[src/rtl/cla_seq_pkg.sv]
// Shared types and elaboration helpers for the sequential CLA adder.
// No logic of its own; sizes the chunk counter and names the FSM states.
// Imported by cla_seq_adder.
package cla_seq_pkg;

    typedef enum logic [1:0] {
        IDLE = 2'd0,
        CALC = 2'd1,
        HOLD = 2'd2
    } state_t;

    // Number of CHUNK-wide slices needed to cover WIDTH bits.
    function automatic int nchunk(input int width, input int chunk);
        return width / chunk;
    endfunction

    // Width of the chunk index counter; never narrower than one bit.
    function automatic int idx_width(input int n);
        return (n <= 1) ? 1 : $clog2(n);
    endfunction

endpackage

[src/rtl/cla_slice.sv]
// Combinational CHUNK-bit carry-lookahead adder slice.
// Latency: zero cycles (pure combinational).
// Backpressure: none; the caller registers the outputs.
//
// Ports:
//   a, b   CHUNK-bit operands
//   ci     carry into bit 0
//   s      CHUNK-bit sum
//   co     carry out of the MSB
//   c_msb  carry into the MSB (only with CLA_SEQ_OVF_EN, used for signed overflow)
module cla_slice #(
    parameter int CHUNK = 4
) (
    input  logic [CHUNK-1:0] a,
    input  logic [CHUNK-1:0] b,
    input  logic             ci,
    output logic [CHUNK-1:0] s,
    output logic             co
`ifdef CLA_SEQ_OVF_EN
    ,
    output logic             c_msb
`endif
);

    logic [CHUNK-1:0] g;
    logic [CHUNK-1:0] p;
    logic [CHUNK:0]   c;
    logic             acc;
    logic             pp;

    assign g = a & b;
    assign p = a ^ b;

    // Every carry is expanded to the flat sum-of-products form
    // c[i+1] = g[i] | p[i]g[i-1] | ... | p[i..0]ci, so no carry waits on another.
    always_comb begin
        c    = '0;
        acc  = 1'b0;
        pp   = 1'b1;
        c[0] = ci;
        for (int i = 0; i < CHUNK; i++) begin
            acc = 1'b0;
            pp  = 1'b1;
            for (int j = i; j >= 0; j--) begin
                acc = acc | (g[j] & pp);
                pp  = pp & p[j];
            end
            c[i+1] = acc | (ci & pp);
        end
    end

    assign s  = p ^ c[CHUNK-1:0];
    assign co = c[CHUNK];
`ifdef CLA_SEQ_OVF_EN
    assign c_msb = c[CHUNK-1];
`endif

endmodule

[src/rtl/cla_seq_adder.sv]
// Multi-cycle adder/subtractor: one CLA slice reused over WIDTH/CHUNK cycles.
// Latency: out_valid rises NCHUNK cycles after the accept edge.
// Backpressure: result held in HOLD while out_ready=0; in_ready low in CALC and stalled HOLD.
//
// Ports:
//   clk, rst_n           clock, asynchronous active-low reset
//   in_valid/in_ready    operand handshake (a, b, ci, sub)
//   sub                  1: a-b (b inverted, carry-in forced to 1, ci ignored)
//   out_valid/out_ready  result handshake (s, co, ovf)
//   s, co                registered sum and carry out (co=1 means no borrow for sub)
//   ovf                  signed overflow, only when CLA_SEQ_OVF_EN is defined
module cla_seq_adder
    import cla_seq_pkg::*;
#(
    parameter int WIDTH = 16,
    parameter int CHUNK = 4
) (
    input  logic             clk,
    input  logic             rst_n,
    input  logic             in_valid,
    output logic             in_ready,
    input  logic [WIDTH-1:0] a,
    input  logic [WIDTH-1:0] b,
    input  logic             ci,
    input  logic             sub,
    output logic             out_valid,
    input  logic             out_ready,
    output logic [WIDTH-1:0] s,
    output logic             co
`ifdef CLA_SEQ_OVF_EN
    ,
    output logic             ovf
`endif
);

    localparam int NCHUNK = nchunk(WIDTH, CHUNK);
    localparam int IW     = idx_width(NCHUNK);
    localparam int SW     = (WIDTH > 1) ? $clog2(WIDTH) : 1;
    localparam logic [IW-1:0] LAST = IW'(NCHUNK - 1);

    generate
        if (WIDTH % CHUNK != 0) begin : g_bad_width
            $error("cla_seq_adder: WIDTH must be a multiple of CHUNK");
        end
    endgenerate

    state_t           state;
    logic [WIDTH-1:0] a_q;
    logic [WIDTH-1:0] b_q;
    logic             carry_q;
    logic [IW-1:0]    idx_q;
    logic [SW-1:0]    sh;
    logic [CHUNK-1:0] sl_s;
    logic             sl_co;
    logic             accept;
`ifdef CLA_SEQ_OVF_EN
    logic             sl_cmsb;
`endif

    // Bit offset of the chunk being worked on.
    assign sh = SW'(32'(idx_q) * CHUNK);

    // Gated by rst_n so the block refuses operands while held in reset.
    assign in_ready = rst_n & ((state == IDLE) | ((state == HOLD) & out_ready));
    assign accept   = in_valid & in_ready;

    cla_slice #(.CHUNK(CHUNK)) u_slice (
        .a    (a_q[sh +: CHUNK]),
        .b    (b_q[sh +: CHUNK]),
        .ci   (carry_q),
        .s    (sl_s),
        .co   (sl_co)
`ifdef CLA_SEQ_OVF_EN
        ,
        .c_msb(sl_cmsb)
`endif
    );

    always_ff @(posedge clk or negedge rst_n) begin
        if (!rst_n) begin
            state     <= IDLE;
            a_q       <= '0;
            b_q       <= '0;
            carry_q   <= 1'b0;
            idx_q     <= '0;
            s         <= '0;
            co        <= 1'b0;
            out_valid <= 1'b0;
`ifdef CLA_SEQ_OVF_EN
            ovf       <= 1'b0;
`endif
        end else if (accept) begin
            // Taken from IDLE or from HOLD in the same cycle the result is consumed.
            a_q       <= a;
            b_q       <= b ^ {WIDTH{sub}};
            carry_q   <= sub | ci;
            idx_q     <= '0;
            out_valid <= 1'b0;
            state     <= CALC;
        end else begin
            case (state)
                CALC: begin
                    s[sh +: CHUNK] <= sl_s;
                    carry_q        <= sl_co;
                    idx_q          <= idx_q + 1'b1;
                    if (idx_q == LAST) begin
                        co        <= sl_co;
`ifdef CLA_SEQ_OVF_EN
                        ovf       <= sl_cmsb ^ sl_co;
`endif
                        out_valid <= 1'b1;
                        state     <= HOLD;
                    end
                end
                HOLD: begin
                    if (out_ready) begin
                        out_valid <= 1'b0;
                        state     <= IDLE;
                    end
                end
                default: begin
                end
            endcase
        end
    end

endmodule
[config.mk]
export PLATFORM = sky130hd
export DESIGN_NAME = cla_seq_adder
export DESIGN_NICKNAME = d
export VERILOG_FILES = /design/src/rtl/cla_seq_pkg.sv /design/src/rtl/cla_slice.sv /design/src/rtl/cla_seq_adder.sv
export SDC_FILE = /design/constraint.sdc
export NUM_CORES = 1
export LEC_CHECK = 0
export CORE_ASPECT_RATIO = 0.5
export CORE_MARGIN = 4
export CORE_UTILIZATION = 55
export CTS_CLUSTER_SIZE = 8
export DETAILED_ROUTE_END_ITERATION = 8
export HOLD_SLACK_MARGIN = 0.15
export PLACE_DENSITY_LB_ADDON = 0.2
export SLEW_MARGIN = 30
export SYNTH_ARGS = -nofsm -noshare
export SYNTH_HDL_FRONTEND = slang
export SYNTH_HIERARCHICAL = 1
export SYNTH_SLANG_ARGS = --single-unit
[constraint.sdc]
create_clock -name clk -period 5.62 [get_ports clk]
set_clock_uncertainty 0.1 [all_clocks]
set_input_delay 1.124 -clock clk [delete_from_list [all_inputs] [get_ports clk]]
set_output_delay 1.124 -clock clk [all_outputs]
set_load 0.05 [all_outputs]
[Word-level counts from Yosys, hierarchy flattened]
Index checks and enable logic that the tools add are counted.
Storage, ports and cells
  bits in registers: 55
  input port bits: 38
  output and inout bits: 19
Cells by class
  add/sub/neg operators: 2
  equality and inequality tests: 5
  shift-type cells: 4
  mux-type cells: 13
  bitwise operators: 36
  reductions and logical operators: 6
Operators with widths (count)
  variable part select 16 x 5 -> 4 bit: 2
  bitwise AND 1 bit: 19
  bitwise mux 16 bit: 1
  variable shift 4 x 6 -> 16 bit (first input constant): 1
  variable part select 4 x 6 -> 16 bit: 1
  bitwise XOR 16 bit: 1
  bitwise OR 1 bit: 12
  2-to-1 mux 2 bit: 5
  bitwise XOR 4 bit: 2
  != test 3 bit (second input constant): 2
  negator 4 -> 6 bit: 1
  AND reduction 3 bit: 2
  2-to-1 mux 1 bit: 5
  bitwise AND 4 bit: 1
  equality test 2 bit (second input constant): 2
  case mux 2 bit (2 select lines): 1
  nonzero test 3 bit: 1
  adder 2 x 1 -> 2 bit (second input constant): 1
  equality test 2 x 1 -> 1 bit (second input constant): 1
  logical NOT 2 bit: 1
  case mux 1 bit (2 select lines): 1
  AND reduction 2 bit: 1
  nonzero test 2 bit: 1
  NOT 1 bit: 1

[Longest topological paths before layout]
Gate-level depths: netlist of the first run.
  depth after elaboration: 9
  mapped depth: 8
  mapped depth without buffers: 7

[Cells and area by module]
Netlist of the first run, hierarchy kept.
Modules (own cells, without submodules)
  cla_seq_adder: instances 1, cells an instance 183, area an instance 2666.3 sq um, sequential area each 1351.3 sq um
  cla_slice: instances 1, cells an instance 17, area an instance 147.6 sq um, sequential area each 0.0 sq um

[Worst setup path before layout of the first run]
No wires, ideal clock.
  path type: input-to-output
  from: in out_ready
  to: out in_ready
  arrival: 1.703 ns
  required time: 4.396 ns
  slack: 2.693 ns
  stages: 2
  buffers on the path: 0
  path through: nand2b_1 and3b_1
On the way
  cells in the longest elaborated chain, start to end: 3
RTL lines
  start, declared: line cla_seq_adder.sv:27  | input logic out_ready,
  bitwise AND 1 bit: line cla_seq_adder.sv:64  | assign in_ready = rst_n & ((state == IDLE) | ((state == HOLD) & out_ready));
  bitwise OR 1 bit: line cla_seq_adder.sv:64
  bitwise AND 1 bit: line cla_seq_adder.sv:64
  end, declared: line cla_seq_adder.sv:21  | output logic in_ready,
No other way between the ends.

[Final worst setup path of the first run]
Same ends and word-level chain as after synthesis.

==> results_dict.tcl, run 1 <==
set metrics [dict create \
    status "complete, no violations" \
    critPathMaxFanout 3 \
    crit_arrival_ns 2.66 \
    fp.dieW_um 109 \
    insertedDiodeCount 0 \
    cts_max_level 2 \
    cts.clk_slew.worst_paths_ns 0.09 \
    initial_core_util 0.571 \
    num_rows 18 \
    grt.total_usage 0.183 \
    antenna_found_initial 0 \
    synth-edff-count 0 \
    num_vias 1724 \
    endpoint "in_ready" \
    synth-async-reset-ratio 1.00 \
    die-area_um2 6390 \
    required_ns 4.40 \
    cts_setup_buffers 0 \
    holdCritPathClass "flip-flop to flip-flop" \
    place.detailed.hpwl_mm 3.82 \
    maxSlewHeadroom 0.389 \
    drv_slew 0 \
    synth.yosys.seq_area_share 0.480 \
    power.density_nw_per_um2 609 \
    cts_resized 0 \
    grt-ovfl-total 0 \
    cts.sink_count 54 \
    fin_nets 304 \
    tightest_slew_ns 0.914 \
    ir_worst_vdd_mv 0.306 \
    finalSetupTns_ns 0 \
    period_share 0.691 \
    ys.flop_type "dfrtp_1" \
    reg2reg_to "s[7]$_DFFE_PN0P_" \
    hold_buffers 0 \
    drt_iter0_drc 39 \
    critical_path.startpoint "out_ready" \
    viasPerCell 5.29 \
    p_total_uw 2120 \
    maxCapViolCount 0 \
    io-pin-count 57 \
    wl_met1_mm 2.28 \
    multi_input_area_um2 1360 \
    worst-setup-path-type "input port to primary output" \
    max_clock_freq_mhz 257 \
    coreArea_um2 4930 \
    io_buffers 56 \
    setup_violations 0 \
    die_h_um 58.6 \
    top_layer_used "met4" \
    setup.worst_path.start_class "input port" \
    r2r-start "idx_q[0]$_DFFE_PN0P_" \
    gp_congestion 0.790 \
    p_leak_uw 0.00153 \
    drc 0 \
    first_pass_iters 4 \
    grt_setup_unrepaired "no" \
    wire_per_inst_um 15.7 \
    r2r_setup_slack_ns 2.48 \
    fillCellCount 369 \
    postSynthCellCount 200 \
    syn_area_um2 2810 \
    fin_crit_ns 3.88 \
    max-clock-path-buffers 2 \
    synth-seq-cells 54 \
    wl_mm 5.10 \
    cts_tree "built" \
    final_layout_size_suffix_gt1_frac 0.199 \
    reg2reg_depth 7 \
    root_buffer "clkbuf_8" \
    end_kind "primary output" \
    synth_area_per_cell_um2 14.1 \
    ff_latch_area_um2 1350 \
    hold_viol 0 \
    area_delta_synth_final_pct 23.4 \
    cts_buffers 5 \
    grt_max_degree 56 \
    grt_pass1_vias 1880 \
    wl_met2_mm 2.51 \
    synth_cell_types 30 \
    syn-num-nets 249 \
    insertion_delay_ns 0.30 \
    yosys_warnings 6 \
    grt_pass1_wl_mm 8.94 \
    antenna_left 0 \
    wl_met3_um 249 \
]
==> stage by stage <==
stage / hold WS, ns / setup WS, ns / instance area, µm² / utilization / instances
final: 0.385 / 1.74 / 3470 / 0.704 / 326
after global placement: 0.363 / 1.76 / 3380 / 0.685 / 318
after floorplan: 0.375 / 2.69 / 2810 / - / 200
after CTS: 0.392 / 1.72 / 3470 / 0.704 / 326
after global routing: 0.430 / 1.65 / 3470 / 0.704 / 326
after detailed placement: 0.371 / 1.72 / 3380 / 0.686 / 318
==> placed cells by master, fill, tap and decap left out, types with 3 or more instances in the layout <==
cell	count
ha_1	10
nor2_1	3
clkbuf_8	6
clkdlybuf4s50_1	55
mux4_2	8
a21o_1	3
dfrtp_1	54
mux2i_1	3
nand2_1	16
mux2_4	26
mux2_2	6
xor2_1	17
o31ai_1	12
nand2b_1	6
inv_1	6
a22o_1	4
xnor2_1	3
nand3b_1	4
==> routing by layer <==
layer  GRT usage  up-vias
met1       0.226      851
met2       0.324       43
met3      0.0427        8
met5           0        -
li1            -      822
met4      0.0594        0
==> sequential cells by signal, summed over array words and instances (netlist names) <==
signal,flops
co,1
b_q,16
out_valid,1
state,1
idx_q,2
carry_q,1
s,16
a_q,16
==> worst max-delay path, cell delays in order <==
cell	delay (ns)
clkdlybuf4s50_1	0.44
nand2b_1	0.13
and3b_1	0.16
clkdlybuf4s50_1	0.79
==> synth_stat cells (2+ instances only) <==
cell type / number / share of area
xor2_1: 17 / 0.053
a21o_1: 3 / 0.0080
a22o_1: 4 / 0.012
mux4_2: 8 / 0.064
buf_12: 2 / 0.014
mux2_4: 26 / 0.14
inv_1: 6 / 0.0080
mux2i_1: 3 / 0.011
dfrtp_1: 54 / 0.48
nor2_1: 3 / 0.0040
buf_2: 4 / 0.0071
nand2_1: 16 / 0.021
o31ai_1: 12 / 0.032
ha_1: 10 / 0.044
nand3b_1: 4 / 0.011
mux2_2: 6 / 0.024
nand2b_1: 6 / 0.013
xnor2_1: 3 / 0.0093
buf_6: 2 / 0.0080
==> power breakdown <==
| part | leakage [µW] | switching, µW | total [µW] | internal, µW |
|---|---|---|---|---|
| clock network | 0.0000482 | 121 | 220 | 99.6 |
| logic | 0.000810 | 626 | 1190 | 568 |
| registers | 0.000673 | 141 | 702 | 561 |
| total | 0.00153 | 888 | 2120 | 1230 |
==> cell type report <==
| cell class | instances | area share |
|---|---|---|
| well taps | 70 | 0.0252 |
| clock buffers | 7 | 0.0249 |
| multi-input cells | 131 | 0.391 |
| clock inverters | 1 | 0.00144 |
| flip-flops and latches | 54 | 0.389 |
| repair buffers | 57 | 0.162 |
| inverters | 6 | 0.00648 |
==> cells by family (layout without fill, tap and decap cells) <==
family / count (synthesis) / count (layout) / synth area share
buffers and inverters: 15 / 71 / 0.0387
adder cells (fa/ha/maj): 11 / 11 / 0.0516
flip-flops: 54 / 54 / 0.480
AND/OR/NAND/NOR: 33 / 33 / 0.0640
AO/OA/AOI/OAI: 23 / 23 / 0.0618
XOR/XNOR: 20 / 20 / 0.0623
multiplexers: 44 / 44 / 0.241
==> worst min path at each step <==
stage	start	to	slack [ns]	depth (start not counted)
6_report	s[12]$_DFFE_PN0P_	s[12]$_DFFE_PN0P_	0.39	2
5_1_grt	s[14]$_DFFE_PN0P_	s[14]$_DFFE_PN0P_	0.43	2
4_1_cts	s[12]$_DFFE_PN0P_	s[12]$_DFFE_PN0P_	0.39	2
3_5_place_dp	s[12]$_DFFE_PN0P_	s[12]$_DFFE_PN0P_	0.37	2
3_3_place_gp	s[15]$_DFFE_PN0P_	s[15]$_DFFE_PN0P_	0.36	2
2_1_floorplan	b_q[8]$_DFFE_PN0P_	b_q[8]$_DFFE_PN0P_	0.38	1
Power figures use the tool's default switching activity.
==> run 2: changes to the inputs <==
--- a/config.mk
+++ b/config.mk
@@ -7,7 +7,7 @@
 export LEC_CHECK = 0
 export CORE_ASPECT_RATIO = 0.5
 export CORE_MARGIN = 4
-export CORE_UTILIZATION = 55
+export CORE_UTILIZATION = 51
 export CTS_CLUSTER_SIZE = 8
 export DETAILED_ROUTE_END_ITERATION = 8
 export HOLD_SLACK_MARGIN = 0.15
==> constraint.sdc (replaced) <==
create_clock -name clk -period 3.7 [get_ports clk]
set_clock_uncertainty 0.1 [all_clocks]
set_input_delay 0.74 -clock clk [delete_from_list [all_inputs] [get_ports clk]]
set_output_delay 0.74 -clock clk [all_outputs]
set_load 0.05 [all_outputs]
==> results_dict.tcl, run 2 (same netlist as run 1, synthesis figures left out) <==
set metrics [dict create \
    status "complete, no violations" \
    required_ns 2.86 \
    root_buffer "clkbuf_8" \
    cts_buffers 5 \
    io-pin-count 57 \
    fin_util 0.683 \
    fp.dieW_um 113 \
    final_cell_mix "55 x clkdlybuf4s50_1, 54 x dfrtp_1, 26 x mux2_4, 17 x xor2_1, 16 x nand2_1" \
    hold_viol 0 \
    tightest_slew_ns 0.871 \
    final_cell_area_um2 3500 \
    ir_worst_vdd_mv 0.513 \
    grt_setup_unrepaired "no" \
    worst-setup-path-type "input port to primary output" \
    end_kind "primary output" \
    wire_per_inst_um 16.2 \
    drt_iter0_drc 71 \
    num_vias 1724 \
    wl_mm 5.31 \
    cts.sink_count 54 \
    grt-ovfl-total 0 \
    holdCritPathClass "flip-flop to flip-flop" \
    viasPerCell 5.26 \
    drv_slew 0 \
    die_h_um 60.5 \
    max_clock_freq_mhz 321 \
    grt_max_degree 55 \
    antenna_left 0 \
    cpPeakStageDelay_ns 0.80 \
    p_leak_uw 0.00155 \
    gp_congestion 0.754 \
    cpMostUsedCell "clkdlybuf4s50_1" \
    mostFrequentLayoutCell "clkdlybuf4s50_1" \
    grt_pass1_wl_mm 8.95 \
    antenna_found_initial 0 \
    fin_crit_ns 3.11 \
    cts_resized 0 \
    place.detailed.hpwl_mm 3.96 \
    first_pass_iters 4 \
    coreArea_um2 5130 \
    grt.total_usage 0.170 \
    initial_core_util 0.548 \
    setup_violations 0 \
    cts_max_level 2 \
    critPathMaxFanout 3 \
    insertion_delay_ns 0.31 \
    critPathTopFamily "buffers and inverters" \
    final_layout_size_suffix_gt1_frac 0.209 \
    max-clock-path-buffers 2 \
    io_buffers 56 \
    area_delta_synth_final_pct 24.5 \
    critPathSlowestCell "clkdlybuf4s50_1" \
    insertedDiodeCount 0 \
    drc 0 \
    path_buf_inv 2 \
    period_share 0.841 \
    crit_chain "clkdlybuf4s50_1 -> nand2b_1 -> and3b_1 -> clkdlybuf4s50_1" \
    cts_tree "built" \
    cts_setup_buffers 0 \
    fin_nets 306 \
    finalSetupTns_ns 0 \
    setup.worst_path.start_class "input port" \
    die-area_um2 6840 \
    cts.clk_slew.worst_paths_ns 0.09 \
    power.density_nw_per_um2 929 \
    hold_buffers 0 \
    crit_arrival_ns 2.27 \
    maxCapViolCount 0 \
    num_rows 18 \
    reg.largest.list "a_q: 16 flops, b_q: 16 flops, s: 16 flops" \
    maxSlewHeadroom 0.418 \
    grt_pass1_vias 1880 \
    placed_area_um2 3390 \
]
## run 2: cell types whose count changed in the layout (fill, tap and decap cells not counted)
cell,delta
and4b_2,+1
and4b_4,-1
buf_4,+2
clkbuf_1,-1
clkbuf_8,+2
clkinv_2,-1
## run 2: routing by layer
layer | up-vias | global-route usage | share of wire
met5 | - | 0 | 0
met2 | 42 | 0.291 | 0.46
met3 | 8 | 0.0418 | 0.050
met4 | 0 | 0.0616 | 0.015
li1 | 820 | - | -
met1 | 854 | 0.216 | 0.47
## run 2: report_power, final
part           leakage, µW  switching (µW)  internal [µW]
Combinational     0.000822             937            865
Sequential        0.000673             224            853
Clock            0.0000575             189            189
Total              0.00155            1350           1910
## run 2: stage by stage
stage / hold slack (ns) / setup WS [ns] / power, µW / cells
final: 0.387 / 0.588 / 3260 / 328
after global routing: 0.414 / 0.438 / 3470 / 328
after CTS: 0.392 / 0.579 / 3280 / 328
after detailed placement: 0.370 / 0.580 / 2880 / 320
after global placement: 0.363 / 0.602 / 2830 / 320
after floorplan: 0.344 / 1.03 / 2410 / 200
## run 2: path summary, 6_finish.rpt
| kind | startpoint | endpoint | slack (ns) | cells past startpoint |
|---|---|---|---|---|
| max in group asynchronous | rst_n | a_q[14]$_DFFE_PN0P_ | 2.55 | 2 |
| min in group asynchronous | rst_n | co$_DFFE_PN0P_ | 0.50 | 2 |
| worst min-delay path | s[4]$_DFFE_PN0P_ | s[4]$_DFFE_PN0P_ | 0.39 | 2 |
| worst min register to register | s[4]$_DFFE_PN0P_ | s[4]$_DFFE_PN0P_ | 0.39 | 2 |
| worst max-delay path | out_ready | in_ready | 0.59 | 4 |
| worst max register to register | idx_q[0]$_DFFE_PN0P_ | s[7]$_DFFE_PN0P_ | 0.68 | 7 |
## run 2: final cells by class
| type | instances | area, µm² |
|---|---|---|
| Multi-Input combinational cell | 131 | 1360 |
| Clock buffer | 8 | 110 |
| Timing Repair Buffer | 59 | 578 |
| Inverter | 6 | 22.5 |
| Sequential cell | 54 | 1350 |
| Tap cell | 70 | 87.6 |
| Fill cell | 384 | 1630 |
## run 2: worst min-delay path, stage by stage, from the launching register on
cell,delay [ns]
dfrtp_1,0.35
nand2_1,0.05
o31ai_1,0.05
==> run 3: changes to the inputs <==
==> constraint.sdc (replaced) <==
create_clock -name clk -period 2.91 [get_ports clk]
set_clock_uncertainty 0.1 [all_clocks]
set_input_delay 0.582 -clock clk [delete_from_list [all_inputs] [get_ports clk]]
set_output_delay 0.582 -clock clk [all_outputs]
set_load 0.05 [all_outputs]
==> results_dict.tcl, run 3 (same netlist as run 1, synthesis figures left out) <==
set metrics [dict create \
    io_buffers 56 \
    num_vias 1722 \
    grt.total_usage 0.167 \
    cts.sink_count 54 \
    final_layout_size_suffix_gt1_frac 0.218 \
    area_delta_synth_final_pct 25.8 \
    tightest_slew_ns 0.647 \
    hold_viol 0 \
    reg.largest.list "a_q: 16 flops, b_q: 16 flops, s: 16 flops" \
    insertedDiodeCount 0 \
    cts_tree "built" \
    cts_buffers 5 \
    fillCellCount 386 \
    multi_input_area_um2 1360 \
    r2r_setup_slack_ns 0.23 \
    die_h_um 60.5 \
    met2_usage 0.294 \
    grt_pass1_wl_mm 8.83 \
    fin_crit_ns 2.68 \
    required_ns 3.02 \
    ir_worst_vdd_mv 0.554 \
    gp_congestion 0.863 \
    p_total_uw 4140 \
    antenna_found_initial 0 \
    critPathMaxFanout 6 \
    p_leak_uw 0.00157 \
    critical_path.startpoint "idx_q[0]$_DFFE_PN0P_" \
    status "complete, no violations" \
    end_kind "flip-flop" \
    period_share 0.920 \
    wire_per_inst_um 16.0 \
    setup.worst_path.start_class "flip-flop" \
    worst-setup-path-type "flip-flop to flip-flop" \
    maxCapViolCount 0 \
    drt_iter0_drc 60 \
    timing.hold.ws_ns 0.382 \
    final_cell_mix "54 x dfrtp_1, 54 x clkdlybuf4s50_1, 26 x mux2_4, 17 x xor2_1, 16 x nand2_1" \
    drc 0 \
    power.density_nw_per_um2 1170 \
    grt_use_met1 0.214 \
    r2r-start "idx_q[0]$_DFFE_PN0P_" \
    die-area_um2 6840 \
    busiest_layer "met2" \
    io-pin-count 57 \
    antenna_left 0 \
    max-clock-path-buffers 2 \
    first_pass_iters 4 \
    insertion_delay_ns 0.30 \
    drv_slew 0 \
    use_met3 0.0438 \
    num_rows 18 \
    grt_setup_unrepaired "no" \
    grt_max_degree 54 \
    max_clock_freq_mhz 374 \
    initial_core_util 0.548 \
    wl_mm 5.33 \
    setup_violations 0 \
    grt-ovfl-total 0 \
    reg2reg_to "s[11]$_DFFE_PN0P_" \
    endpoint "s[11]$_DFFE_PN0P_" \
    maxSlewHeadroom 0.569 \
    cts.clk_slew.worst_paths_ns 0.09 \
    crit_arrival_ns 2.78 \
    viasPerCell 5.19 \
    ff_latch_area_um2 1350 \
    reg2reg_depth 8 \
    cts_max_level 2 \
    holdCritPathClass "flip-flop to flip-flop" \
    coreArea_um2 5130 \
    fin_nets 310 \
    root_buffer "clkbuf_8" \
    grt_pass1_vias 1837 \
    finalSetupTns_ns 0 \
    fp.dieW_um 113 \
    place.detailed.hpwl_mm 4.02 \
]
run 3: timing repair:
item | 4_1_cts | 5_1_grt
resized for setup | 0 | 0
hold buffers | 1 | 0
endpoints found under the hold margin | 1 | 0
buffers inserted | 0 | 0
run 3: final cells by class:
type                    count  share of cell area
clock inverters             1             0.00141
inverters                   6             0.00636
multi-input cells         131               0.383
clock buffers               7              0.0244
flip-flops and latches     54               0.382
well taps                  70              0.0247
repair buffers             63               0.179
run 3: worst min path at each step:
stage | slack [ns] | end | from | depth (start not counted)
final | 0.38 | s[13]$_DFFE_PN0P_ | s[13]$_DFFE_PN0P_ | 2
after global routing | 0.41 | s[13]$_DFFE_PN0P_ | s[13]$_DFFE_PN0P_ | 2
after CTS | 0.39 | s[13]$_DFFE_PN0P_ | s[13]$_DFFE_PN0P_ | 2
after detailed placement | 0.30 | out_valid$_DFFE_PN0P_ | rst_n | 1
after global placement | 0.29 | out_valid$_DFFE_PN0P_ | rst_n | 1
after floorplan | 0.19 | a_q[0]$_DFFE_PN0P_ | rst_n | 0
run 3: layer usage:
metal  share of wire  vias up
li1                -      830
met1            0.46      847
met2            0.48       38
met3           0.047        7
met4          0.0090        0
met5               0        -
run 3: per-stage QoR:
step | instance area, µm² | setup WS, ns | instances | util
2_1_floorplan | 2810 | 0.242 | 200 | -
5_1_grt | 3540 | 0.0771 | 332 | 0.690
4_1_cts | 3540 | 0.207 | 332 | 0.690
3_5_place_dp | 3440 | 0.289 | 323 | 0.670
6_report | 3540 | 0.233 | 332 | 0.690
3_3_place_gp | 3440 | 0.392 | 323 | 0.670
run 3: worst max-delay path, stage by stage, from the launching register on:
cell      delay [ns]
dfrtp_1         0.53
buf_4           0.22
mux4_2          0.50
ha_1            0.23
a21o_1          0.16
a31o_1          0.21
xor2_1          0.23
nand2b_1        0.16
o31ai_1         0.24
run 3: where the power goes:
group	internal, µW	leakage (µW)	switching, µW
Clock	192	0.0000482	231
Sequential	1090	0.000673	252
Combinational	1140	0.000848	1240
